==> src/rtl/bridge_cmd_engine_if.sv <==
// Bridge, forwarded host-command and target-queue signal bundle for bridge_cmd_engine.
// master = bridge/core side driving the engine, slave = the engine itself.
interface bridge_cmd_engine_if;
  logic        bridge_endian_little;
  logic [31:0] bridge_addr;
  logic        bridge_rd;
  logic [31:0] bridge_rd_data;
  logic        bridge_wr;
  logic [31:0] bridge_wr_data;
  logic        status_boot_done;
  logic        status_setup_done;
  logic        status_running;
  logic        core_reset_n;
  logic        osnotify_inmenu;
  logic        hcmd_valid;
  logic        hcmd_ready;
  logic [15:0] hcmd_id;
  logic [31:0] hcmd_param;
  logic        hcmd_rsp_valid;
  logic [15:0] hcmd_rsp_code;
  logic        tq_wr;
  logic [15:0] tq_cmd;
  logic [31:0] tq_param;
  logic        tq_full;
  logic        tq_done;
  logic [15:0] tq_result;

  modport master (
    output bridge_endian_little, bridge_addr, bridge_rd, bridge_wr, bridge_wr_data,
           status_boot_done, status_setup_done, status_running,
           hcmd_ready, hcmd_rsp_valid, hcmd_rsp_code, tq_wr, tq_cmd, tq_param,
    input  bridge_rd_data, core_reset_n, osnotify_inmenu, hcmd_valid, hcmd_id,
           hcmd_param, tq_full, tq_done, tq_result
  );

  modport slave (
    input  bridge_endian_little, bridge_addr, bridge_rd, bridge_wr, bridge_wr_data,
           status_boot_done, status_setup_done, status_running,
           hcmd_ready, hcmd_rsp_valid, hcmd_rsp_code, tq_wr, tq_cmd, tq_param,
    output bridge_rd_data, core_reset_n, osnotify_inmenu, hcmd_valid, hcmd_id,
           hcmd_param, tq_full, tq_done, tq_result
  );
endinterface

==> src/rtl/bridge_cmd_engine.sv <==
// Host/target command engine on the 0xF8xxxxxx bridge window.
// Optional forwarded-command timeout: define BRIDGE_CMD_TIMEOUT_EN.
//
// host FSM   | meaning
// H_IDLE     | waiting for 0x434D command write to host_0
// H_PARSE    | host_0 = 0x4255 busy, run built-in or forward
// H_EXT      | forwarded to core, waiting handshake + result
// H_DONE     | host_0 = 0x4F4B + result code
// target FSM | meaning
// T_IDLE     | waiting for internal request or queued command
// T_ISSUE    | publish command into target_0 / target_20
// T_WAIT     | waiting for host to write 0x6F6B ack into target_0
module bridge_cmd_engine #(
  parameter int NPARAM         = 4,
  parameter int TQ_DEPTH       = 4,
  parameter int TIMEOUT_CYCLES = 2**20
) (
  input logic               clk,
  input logic               reset_n,
  bridge_cmd_engine_if.slave bus
);
  localparam int AW = $clog2(TQ_DEPTH);

  typedef enum logic [1:0] {H_IDLE, H_PARSE, H_EXT, H_DONE} h_state_t;
  typedef enum logic [1:0] {T_IDLE, T_ISSUE, T_WAIT} t_state_t;

  function automatic logic [31:0] swap32(input logic [31:0] d);
    return {d[7:0], d[15:8], d[23:16], d[31:24]};
  endfunction

  h_state_t    r_hstate;
  t_state_t    r_tstate;
  logic [31:0] r_host0, r_host4, r_host8, r_tgt0, r_tgt4, r_tgt8;
  logic [31:0] r_host_par [NPARAM];
  logic [31:0] r_host_rsp [NPARAM];
  logic [31:0] r_tgt_par  [NPARAM];
  logic [31:0] r_tgt_rsp  [NPARAM];
  logic [31:0] r_rd_data;
  logic [15:0] r_cmd, r_code;
  logic        r_accepted, r_core_reset_n, r_osnotify;
  logic        r_hcmd_valid;
  logic [15:0] r_hcmd_id;
  logic [31:0] r_hcmd_param;
  logic [15:0] r_fq_cmd [TQ_DEPTH];
  logic [31:0] r_fq_par [TQ_DEPTH];
  logic [AW-1:0] r_wptr, r_rptr;
  logic [AW:0]   r_count;
  logic        r_setup_q, r_setup_pend;
  logic [15:0] r_tcmd;
  logic [31:0] r_tpar;
  logic        r_tq_done;
  logic [15:0] r_tq_result;

  logic [31:0] w_wdata, w_rdata;
  logic        w_win, w_host, w_tgt, w_par_sel, w_rsp_sel;
  logic [7:0]  w_off;
  logic [2:0]  w_idx;
  logic [2:0]  w_status_code;
  logic        w_full, w_push, w_pop, w_int_req, w_setup_rise, w_rsp_ok;

  assign w_wdata   = bus.bridge_endian_little ? swap32(bus.bridge_wr_data) : bus.bridge_wr_data;
  assign w_win     = (bus.bridge_addr[31:24] == 8'hF8) && (bus.bridge_addr[1:0] == 2'b00);
  assign w_host    = w_win && (bus.bridge_addr[15:8] == 8'h00);
  assign w_tgt     = w_win && (bus.bridge_addr[15:8] == 8'h10);
  assign w_off     = bus.bridge_addr[7:0];
  assign w_idx     = bus.bridge_addr[4:2];
  assign w_par_sel = (bus.bridge_addr[7:5] == 3'b001);
  assign w_rsp_sel = (bus.bridge_addr[7:5] == 3'b010);

  assign w_status_code = bus.status_running    ? 3'd4 :
                         bus.status_setup_done ? 3'd3 :
                         bus.status_boot_done  ? 3'd2 : 3'd1;

  assign w_full       = (r_count == (AW+1)'(TQ_DEPTH));
  assign w_push       = bus.tq_wr && !w_full;
  assign w_setup_rise = bus.status_setup_done && !r_setup_q;
  assign w_int_req    = r_setup_pend || w_setup_rise;
  assign w_pop        = (r_tstate == T_IDLE) && !w_int_req && (r_count != '0);
  // a response arriving together with the handshake counts as accepted
  assign w_rsp_ok     = bus.hcmd_rsp_valid && (r_accepted || (r_hcmd_valid && bus.hcmd_ready));

  always_comb begin
    w_rdata = '0;
    if (w_host) begin
      case (w_off)
        8'h00:   w_rdata = r_host0;
        8'h04:   w_rdata = r_host4;
        8'h08:   w_rdata = r_host8;
        default: w_rdata = '0;
      endcase
      for (int i = 0; i < NPARAM; i++) begin
        if (w_par_sel && w_idx == i[2:0]) w_rdata = r_host_par[i];
        if (w_rsp_sel && w_idx == i[2:0]) w_rdata = r_host_rsp[i];
      end
    end else if (w_tgt) begin
      case (w_off)
        8'h00:   w_rdata = r_tgt0;
        8'h04:   w_rdata = r_tgt4;
        8'h08:   w_rdata = r_tgt8;
        default: w_rdata = '0;
      endcase
      for (int i = 0; i < NPARAM; i++) begin
        if (w_par_sel && w_idx == i[2:0]) w_rdata = r_tgt_par[i];
        if (w_rsp_sel && w_idx == i[2:0]) w_rdata = r_tgt_rsp[i];
      end
    end
  end

  always_ff @(posedge clk or negedge reset_n) begin
    if (!reset_n) r_rd_data <= '0;
    else if (bus.bridge_rd)
      r_rd_data <= bus.bridge_endian_little ? swap32(w_rdata) : w_rdata;
  end

`ifdef BRIDGE_CMD_TIMEOUT_EN
  localparam int TW = $clog2(TIMEOUT_CYCLES + 1);
  logic [TW-1:0] r_tmo;
`endif

  always_ff @(posedge clk or negedge reset_n) begin
    if (!reset_n) begin
      r_hstate       <= H_IDLE;
      r_host0        <= '0;
      r_host4        <= 32'h20;
      r_host8        <= 32'h40;
      for (int i = 0; i < NPARAM; i++) begin
        r_host_par[i] <= '0;
        r_host_rsp[i] <= '0;
      end
      r_cmd          <= '0;
      r_code         <= '0;
      r_accepted     <= 1'b0;
      r_core_reset_n <= 1'b0;
      r_osnotify     <= 1'b0;
      r_hcmd_valid   <= 1'b0;
      r_hcmd_id      <= '0;
      r_hcmd_param   <= '0;
`ifdef BRIDGE_CMD_TIMEOUT_EN
      r_tmo          <= '0;
`endif
    end else begin
      if (bus.bridge_wr && w_host) begin
        case (w_off)
          8'h00:   if (r_hstate == H_IDLE) r_host0 <= w_wdata;
          8'h04:   r_host4 <= w_wdata;
          8'h08:   r_host8 <= w_wdata;
          default: ;
        endcase
        for (int i = 0; i < NPARAM; i++) begin
          if (w_par_sel && w_idx == i[2:0]) r_host_par[i] <= w_wdata;
          if (w_rsp_sel && w_idx == i[2:0]) r_host_rsp[i] <= w_wdata;
        end
      end

      case (r_hstate)
        H_IDLE: begin
          if (bus.bridge_wr && w_host && w_off == 8'h00 && w_wdata[31:16] == 16'h434D) begin
            r_cmd    <= w_wdata[15:0];
            r_hstate <= H_PARSE;
          end
        end
        H_PARSE: begin
          r_host0  <= {16'h4255, r_cmd};
          r_code   <= '0;
          r_hstate <= H_DONE;
          case (r_cmd)
            16'h0000: r_code <= {13'd0, w_status_code};
            16'h0010: r_core_reset_n <= 1'b0;
            16'h0011: r_core_reset_n <= 1'b1;
            16'h0080: r_code <= 16'h0001;
            16'h0082, 16'h008F: ;
            16'h00A0, 16'h00A4: for (int i = 0; i < NPARAM; i++) r_host_rsp[i] <= '0;
            16'h00B0: r_osnotify <= r_host_par[0][0];
            default: begin
              r_hcmd_valid <= 1'b1;
              r_hcmd_id    <= r_cmd;
              r_hcmd_param <= r_host_par[0];
              r_accepted   <= 1'b0;
              r_hstate     <= H_EXT;
`ifdef BRIDGE_CMD_TIMEOUT_EN
              r_tmo        <= TW'(TIMEOUT_CYCLES - 1);
`endif
            end
          endcase
        end
        H_EXT: begin
          if (r_hcmd_valid && bus.hcmd_ready) begin
            r_hcmd_valid <= 1'b0;
            r_accepted   <= 1'b1;
          end
          if (w_rsp_ok) begin
            r_code   <= bus.hcmd_rsp_code;
            r_hstate <= H_DONE;
          end
`ifdef BRIDGE_CMD_TIMEOUT_EN
          else if (r_tmo == '0) begin
            r_hcmd_valid <= 1'b0;
            r_code       <= 16'hFFFF;
            r_hstate     <= H_DONE;
          end else begin
            r_tmo <= r_tmo - 1'b1;
          end
`endif
        end
        H_DONE: begin
          r_host0  <= {16'h4F4B, r_code};
          r_hstate <= H_IDLE;
        end
        default: r_hstate <= H_IDLE;
      endcase
    end
  end

  always_ff @(posedge clk) begin
    if (w_push) begin
      r_fq_cmd[r_wptr] <= bus.tq_cmd;
      r_fq_par[r_wptr] <= bus.tq_param;
    end
  end

  always_ff @(posedge clk or negedge reset_n) begin
    if (!reset_n) begin
      r_tstate     <= T_IDLE;
      r_tgt0       <= '0;
      r_tgt4       <= 32'h20;
      r_tgt8       <= 32'h40;
      for (int i = 0; i < NPARAM; i++) begin
        r_tgt_par[i] <= '0;
        r_tgt_rsp[i] <= '0;
      end
      r_wptr       <= '0;
      r_rptr       <= '0;
      r_count      <= '0;
      r_setup_q    <= 1'b0;
      r_setup_pend <= 1'b0;
      r_tcmd       <= '0;
      r_tpar       <= '0;
      r_tq_done    <= 1'b0;
      r_tq_result  <= '0;
    end else begin
      r_setup_q <= bus.status_setup_done;
      r_tq_done <= 1'b0;
      if (r_tstate == T_IDLE && w_int_req) r_setup_pend <= 1'b0;
      else if (w_setup_rise)               r_setup_pend <= 1'b1;

      if (w_push) r_wptr <= r_wptr + 1'b1;
      if (w_pop)  r_rptr <= r_rptr + 1'b1;
      case ({w_push, w_pop})
        2'b10:   r_count <= r_count + 1'b1;
        2'b01:   r_count <= r_count - 1'b1;
        default: ;
      endcase

      if (bus.bridge_wr && w_tgt) begin
        case (w_off)
          8'h00:   r_tgt0 <= w_wdata;
          8'h04:   r_tgt4 <= w_wdata;
          8'h08:   r_tgt8 <= w_wdata;
          default: ;
        endcase
        for (int i = 0; i < NPARAM; i++) begin
          if (w_par_sel && w_idx == i[2:0]) r_tgt_par[i] <= w_wdata;
          if (w_rsp_sel && w_idx == i[2:0]) r_tgt_rsp[i] <= w_wdata;
        end
      end

      case (r_tstate)
        T_IDLE: begin
          if (w_int_req) begin
            r_tcmd   <= 16'h0140;
            r_tpar   <= '0;
            r_tstate <= T_ISSUE;
          end else if (w_pop) begin
            r_tcmd   <= r_fq_cmd[r_rptr];
            r_tpar   <= r_fq_par[r_rptr];
            r_tstate <= T_ISSUE;
          end
        end
        T_ISSUE: begin
          r_tgt0       <= {16'h636D, r_tcmd};
          r_tgt_par[0] <= r_tpar;
          r_tstate     <= T_WAIT;
        end
        T_WAIT: begin
          if (r_tgt0[31:16] == 16'h6F6B) begin
            r_tq_result <= r_tgt0[15:0];
            r_tq_done   <= 1'b1;
            r_tstate    <= T_IDLE;
          end
        end
        default: r_tstate <= T_IDLE;
      endcase
    end
  end

  assign bus.bridge_rd_data  = r_rd_data;
  assign bus.core_reset_n    = r_core_reset_n;
  assign bus.osnotify_inmenu = r_osnotify;
  assign bus.hcmd_valid      = r_hcmd_valid;
  assign bus.hcmd_id         = r_hcmd_id;
  assign bus.hcmd_param      = r_hcmd_param;
  assign bus.tq_full         = w_full;
  assign bus.tq_done         = r_tq_done;
  assign bus.tq_result       = r_tq_result;

`ifdef BRIDGE_CMD_TIMEOUT_EN
  logic w_unused;
  assign w_unused = &{1'b0, bus.bridge_addr[23:16]};
`else
  logic w_unused;
  assign w_unused = &{1'b0, bus.bridge_addr[23:16], (TIMEOUT_CYCLES > 0)};
`endif
endmodule

==> src/flat_wrapper.sv <==
// flat-port wrapper written by rule: the top's interface ports become plain ports
module bridge_cmd_engine_flat 
#(
  parameter int NPARAM         = 4,
  parameter int TQ_DEPTH       = 4,
  parameter int TIMEOUT_CYCLES = 2**20
)
  (clk, reset_n, bus_bridge_endian_little, bus_bridge_addr, bus_bridge_rd, bus_bridge_wr, bus_bridge_wr_data, bus_status_boot_done, bus_status_setup_done, bus_status_running, bus_hcmd_ready, bus_hcmd_rsp_valid, bus_hcmd_rsp_code, bus_tq_wr, bus_tq_cmd, bus_tq_param, bus_bridge_rd_data, bus_core_reset_n, bus_osnotify_inmenu, bus_hcmd_valid, bus_hcmd_id, bus_hcmd_param, bus_tq_full, bus_tq_done, bus_tq_result);
  bridge_cmd_engine_if bus_i ();
  input logic clk;
  input logic reset_n;
  input wire logic [$bits(bus_i.bridge_endian_little)-1:0] bus_bridge_endian_little;
  input wire logic [$bits(bus_i.bridge_addr)-1:0] bus_bridge_addr;
  input wire logic [$bits(bus_i.bridge_rd)-1:0] bus_bridge_rd;
  input wire logic [$bits(bus_i.bridge_wr)-1:0] bus_bridge_wr;
  input wire logic [$bits(bus_i.bridge_wr_data)-1:0] bus_bridge_wr_data;
  input wire logic [$bits(bus_i.status_boot_done)-1:0] bus_status_boot_done;
  input wire logic [$bits(bus_i.status_setup_done)-1:0] bus_status_setup_done;
  input wire logic [$bits(bus_i.status_running)-1:0] bus_status_running;
  input wire logic [$bits(bus_i.hcmd_ready)-1:0] bus_hcmd_ready;
  input wire logic [$bits(bus_i.hcmd_rsp_valid)-1:0] bus_hcmd_rsp_valid;
  input wire logic [$bits(bus_i.hcmd_rsp_code)-1:0] bus_hcmd_rsp_code;
  input wire logic [$bits(bus_i.tq_wr)-1:0] bus_tq_wr;
  input wire logic [$bits(bus_i.tq_cmd)-1:0] bus_tq_cmd;
  input wire logic [$bits(bus_i.tq_param)-1:0] bus_tq_param;
  output wire logic [$bits(bus_i.bridge_rd_data)-1:0] bus_bridge_rd_data;
  output wire logic [$bits(bus_i.core_reset_n)-1:0] bus_core_reset_n;
  output wire logic [$bits(bus_i.osnotify_inmenu)-1:0] bus_osnotify_inmenu;
  output wire logic [$bits(bus_i.hcmd_valid)-1:0] bus_hcmd_valid;
  output wire logic [$bits(bus_i.hcmd_id)-1:0] bus_hcmd_id;
  output wire logic [$bits(bus_i.hcmd_param)-1:0] bus_hcmd_param;
  output wire logic [$bits(bus_i.tq_full)-1:0] bus_tq_full;
  output wire logic [$bits(bus_i.tq_done)-1:0] bus_tq_done;
  output wire logic [$bits(bus_i.tq_result)-1:0] bus_tq_result;
  assign bus_i.bridge_endian_little = bus_bridge_endian_little;
  assign bus_i.bridge_addr = bus_bridge_addr;
  assign bus_i.bridge_rd = bus_bridge_rd;
  assign bus_i.bridge_wr = bus_bridge_wr;
  assign bus_i.bridge_wr_data = bus_bridge_wr_data;
  assign bus_i.status_boot_done = bus_status_boot_done;
  assign bus_i.status_setup_done = bus_status_setup_done;
  assign bus_i.status_running = bus_status_running;
  assign bus_i.hcmd_ready = bus_hcmd_ready;
  assign bus_i.hcmd_rsp_valid = bus_hcmd_rsp_valid;
  assign bus_i.hcmd_rsp_code = bus_hcmd_rsp_code;
  assign bus_i.tq_wr = bus_tq_wr;
  assign bus_i.tq_cmd = bus_tq_cmd;
  assign bus_i.tq_param = bus_tq_param;
  assign bus_bridge_rd_data = bus_i.bridge_rd_data;
  assign bus_core_reset_n = bus_i.core_reset_n;
  assign bus_osnotify_inmenu = bus_i.osnotify_inmenu;
  assign bus_hcmd_valid = bus_i.hcmd_valid;
  assign bus_hcmd_id = bus_i.hcmd_id;
  assign bus_hcmd_param = bus_i.hcmd_param;
  assign bus_tq_full = bus_i.tq_full;
  assign bus_tq_done = bus_i.tq_done;
  assign bus_tq_result = bus_i.tq_result;
  bridge_cmd_engine #(.NPARAM(NPARAM), .TQ_DEPTH(TQ_DEPTH), .TIMEOUT_CYCLES(TIMEOUT_CYCLES)) u_core (.clk(clk), .reset_n(reset_n), .bus(bus_i));
endmodule
==> config.mk <==
export PLATFORM = sky130hd
export DESIGN_NAME = bridge_cmd_engine_flat
export DESIGN_NICKNAME = d
export VERILOG_FILES = /design/src/rtl/bridge_cmd_engine_if.sv /design/src/rtl/bridge_cmd_engine.sv /design/src/flat_wrapper.sv
export SDC_FILE = /design/constraint.sdc
export NUM_CORES = 2
export LEC_CHECK = 0
export CAP_MARGIN = 10
export CORE_ASPECT_RATIO = 1.25
export CORE_MARGIN = 2
export CORE_UTILIZATION = 41
export CTS_CLUSTER_SIZE = 24
export DETAILED_ROUTE_END_ITERATION = 8
export PLACE_DENSITY = 0.65
export SYNTH_ARGS = -nofsm -noshare
export SYNTH_HDL_FRONTEND = slang
export SYNTH_SLANG_ARGS = --single-unit
==> constraint.sdc <==
create_clock -name clk -period 5.2 [get_ports clk]
set_clock_uncertainty 0.05 [all_clocks]
set_input_delay 1.04 -clock clk [delete_from_list [all_inputs] [get_ports clk]]
set_output_delay 1.04 -clock clk [all_outputs]
set_load 0.05 [all_outputs]
==> summary.txt <==
Run status
  – Status: completed

Timing
  – Setup_tns: 0 ns
  – Achievable Freq: 230.8 MHz
  – Final Setup Violations: 0
  – Tmin final: 4.333 ns
  – Final period util: 83.32%
  – Unrepaired setup endpoints after global routing: false
  – Slew headroom: 12.72%
  – Least-Margin Pin Slew: 1.282 ns
  – Final Slew Violations: 0
  – Final Hold Vio Count: 0

Clock tree
  – Hold buffer count at cts: 0
  – Clk_lat worst skew: 0.73 ns
  – Post-CTS setup buffers: 0
  – CTS root buffer: clkbuf_16
  – H-Tree Depth: 3
  – CTS tree: built
  – Longest Clk Path Bufs: 3
  – Clk slew on worst S/H paths: 0.06 ns
  – Cts bufs inserted: 105
  – Clock sinks: 1090
  – # resized after CTS: 0

Floorplanning
  – Die W: 307.5 um
  – Die ar.: 117900 um^2
  – Die Ht: 383.4 um
  – IO Pins: 240
  – Rows: 139
  – Initial Utilization: 41.20%
  – Core area: 114600 um^2

Layout
  – Nets: 4921
  – Layout area overhead: 18.74%
  – Fin area: 56060 um^2
  – Layout cells sized above 1: 13.13%

Route
  – DR vias/cell: 5.919
  – Via Count: 37529
  – Post-DRT Antenna Nets: 0
  – DRC viols: 0
  – Drt pass-1 iters: 6
  – Routed wire per std cell: 25.25 um
  – 1st-iter DRT viols: 4214
  – Total wire length: 160.1 mm

Placed design
  – Detailed placement HPWL: 109.9 mm
  – Placer congestion estimate: 0.9123
  – Input/output buffers: 231
  – Post-DP Area: 52400 um^2

Worst setup path
  – Worst r2r src: u_core.r_hstate[0]$_DFFE_PN0P_
  – Cell count of the worst reg-to-reg path: 8
  – Setup crit start kind: input pin
  – CP startpoint: bus_bridge_addr[5]
  – Critical path endpoint: u_core.bus.bridge_rd_data[9]$_DFFE_PN0P_
  – Worst r2r dst: u_core.r_code[1]$_DFFE_PN0P_
  – Register-to-register setup slack: 2.29 ns
  – CP max FO: 14
  – Critical Path End Type: register
  – Worst endpoint data arrival time: 4.95 ns
  – Critical Path RT: 5.81 ns
  – Setup CP Type: input pin to register

Global routing
  – Vias in the first global route: 36624
  – Largest net degree at the start of global routing: 164
  – Met1 global-route usage: 36.12%
  – Grt ovf: 0
  – Initial antenna violation count: 11
  – First-pass GRT wire length: 240.2 mm
  – Routing usage on met3: 5.434%
  – Global-route usage over all layers: 27.15%
  – Met2 Track Usage GR: 42.15%
  – Gr busiest metal: met2

Synth
  – EDFF count, synth: 192
  – Leading area contributor after synthesis: dfrtp_1
  – Synth Flop Type: dfrtp_1
  – Post-synthesis sequential area ratio: 59.81%
  – Top cell type's share of synthesized area: 47.38%
  – FF+latch count, synth: 1090
  – Post-Synthesis Cells: 4584
  – Commonest cells in the netlist: dfrtp_1, nand2_1, o21ai_0, nor2_1, clkbuf_1
  – Synth cell types: 81
  – Synth top area cells: dfrtp_1, edfxtp_1, nand2_1, o21ai_0, nor2_1
  – Synth warn: 0
  – Synth async-reset ratio: 82.39%
  – Dominant cell by count in the synthesized netlist: dfrtp_1
  – Syn Area/Cell: 10.30 um^2
  – Synthesized cell area: 47220 um^2
  – Syn Nets: 4735

Power
  – Worst ir drop on vdd: 0.3705 mV
  – P_leak: 23.84 nW
  – Pwr dens: 376.2 nW/um^2

Min path
  – Worst min-delay path class: input pin to async pin

Job
  – Max Cap Viol: 0
worst max-delay path, cell delays in order:
cell	delay [ns]
clkdlybuf4s50_1	0.62
or4_1	0.87
nor2_1	0.23
buf_4	0.30
buf_4	0.24
a221oi_1	0.17
and3_1	0.26
a2111oi_0	0.76
buf_4	0.23
o21ai_0	0.07
nand3_1	0.12
sequential cells by signal, indices dropped and copies added (netlist names), 64 cells and up:
name               count
u_core.r_fq_par      128
u_core.r_host_par    128
u_core.r_host_rsp    128
u_core.r_tgt_par     128
u_core.r_tgt_rsp     128
u_core.r_fq_cmd       64
how the worst min path moves through the flow:
stage,startpoint,end,slack [ns],cells past startpoint
final,reset_n,u_core.r_host_par[59]$_DFFE_PN0P_,0.26,1
after global routing,reset_n,u_core.r_host_par[54]$_DFFE_PN0P_,0.31,1
after CTS,reset_n,u_core.r_tgt_rsp[67]$_DFFE_PN0P_,0.25,1
after detailed placement,u_core.r_host8[6]$_DFFE_PN1P_,u_core.r_host8[6]$_DFFE_PN1P_,0.41,2
after global placement,u_core.r_host8[6]$_DFFE_PN1P_,u_core.r_host8[6]$_DFFE_PN1P_,0.40,2
after floorplan,u_core.r_host_par[87]$_DFFE_PN0P_,u_core.r_host_par[87]$_DFFE_PN0P_,0.39,2
power by group:
group	total (mW)	leakage, nW	internal [mW]	switching [mW]
Sequential	10.1	13.9	9.50	0.605
Clock	8.13	1.79	4.70	3.43
Combinational	2.85	8.10	1.18	1.67
cell families after synthesis:
group / after synthesis / share of synthesized area (%)
mux: 175 / 5.128
flops: 1090 / 59.81
buf+inv: 425 / 3.410
xor+xnor: 7 / 0.1298
compound gates: 1411 / 18.32
simple gates: 1464 / 12.87
fa+ha+maj: 12 / 0.3339
through the flow:
| stage | setup WS (ns) | util (%) | hold WS [ns] | power (mW) | std cells |
|---|---|---|---|---|---|
| after floorplan | 1.544 | - | 0.3918 | 11.82 | 4584 |
| after global placement | 0.4188 | 45.72 | 0.4040 | 13.05 | 6143 |
| after detailed placement | 0.4592 | 45.72 | 0.4081 | 13.13 | 6143 |
| after CTS | 1.097 | 48.91 | 0.2547 | 21.20 | 6338 |
| after global routing | 0.8390 | 48.91 | 0.3069 | 21.82 | 6338 |
| final | 0.8674 | 48.92 | 0.2568 | 21.09 | 6340 |
final cells by class:
type / instances / area (um^2)
tap: 1480 / 1852
timing repair buffer: 481 / 4457
clock buffer: 153 / 3146
antenna: 2 / 5.005
clock inverter: 42 / 511.7
fill: 10383 / 58550
sequential: 1090 / 28250
inverter: 23 / 86.33
multi-input combinational: 3069 / 17760
per-layer routing:
metal	part of all wire (%)	wire length (um)
met4	5.6	8929
met3	8.3	13210
met2	45	72630
met5	0.045	72
met1	41	65250
cells in the final DEF (no fill, tap or decap), types with 20 or more instances in the layout:
| cell type | instances |
|---|---|
| a211oi_1 | 40 |
| a21oi_1 | 241 |
| a221o_1 | 20 |
| a221oi_1 | 74 |
| a22o_1 | 52 |
| a22oi_1 | 27 |
| a31oi_1 | 23 |
| buf_12 | 22 |
| buf_4 | 229 |
| clkbuf_16 | 110 |
| clkbuf_8 | 23 |
| clkdlybuf4s50_1 | 227 |
| dfrtp_1 | 892 |
| edfxtp_1 | 192 |
| inv_1 | 21 |
| mux2_2 | 55 |
| mux2i_1 | 40 |
| mux2i_2 | 23 |
| mux4_2 | 48 |
| nand2_1 | 743 |
| nand3_1 | 47 |
| nor2_1 | 439 |
| nor3_1 | 70 |
| o211ai_1 | 30 |
| o21ai_0 | 519 |
| o21ai_1 | 140 |
| o221ai_1 | 29 |
| o22ai_1 | 63 |
| o31ai_1 | 24 |
Power figures use the tool's default switching activity.
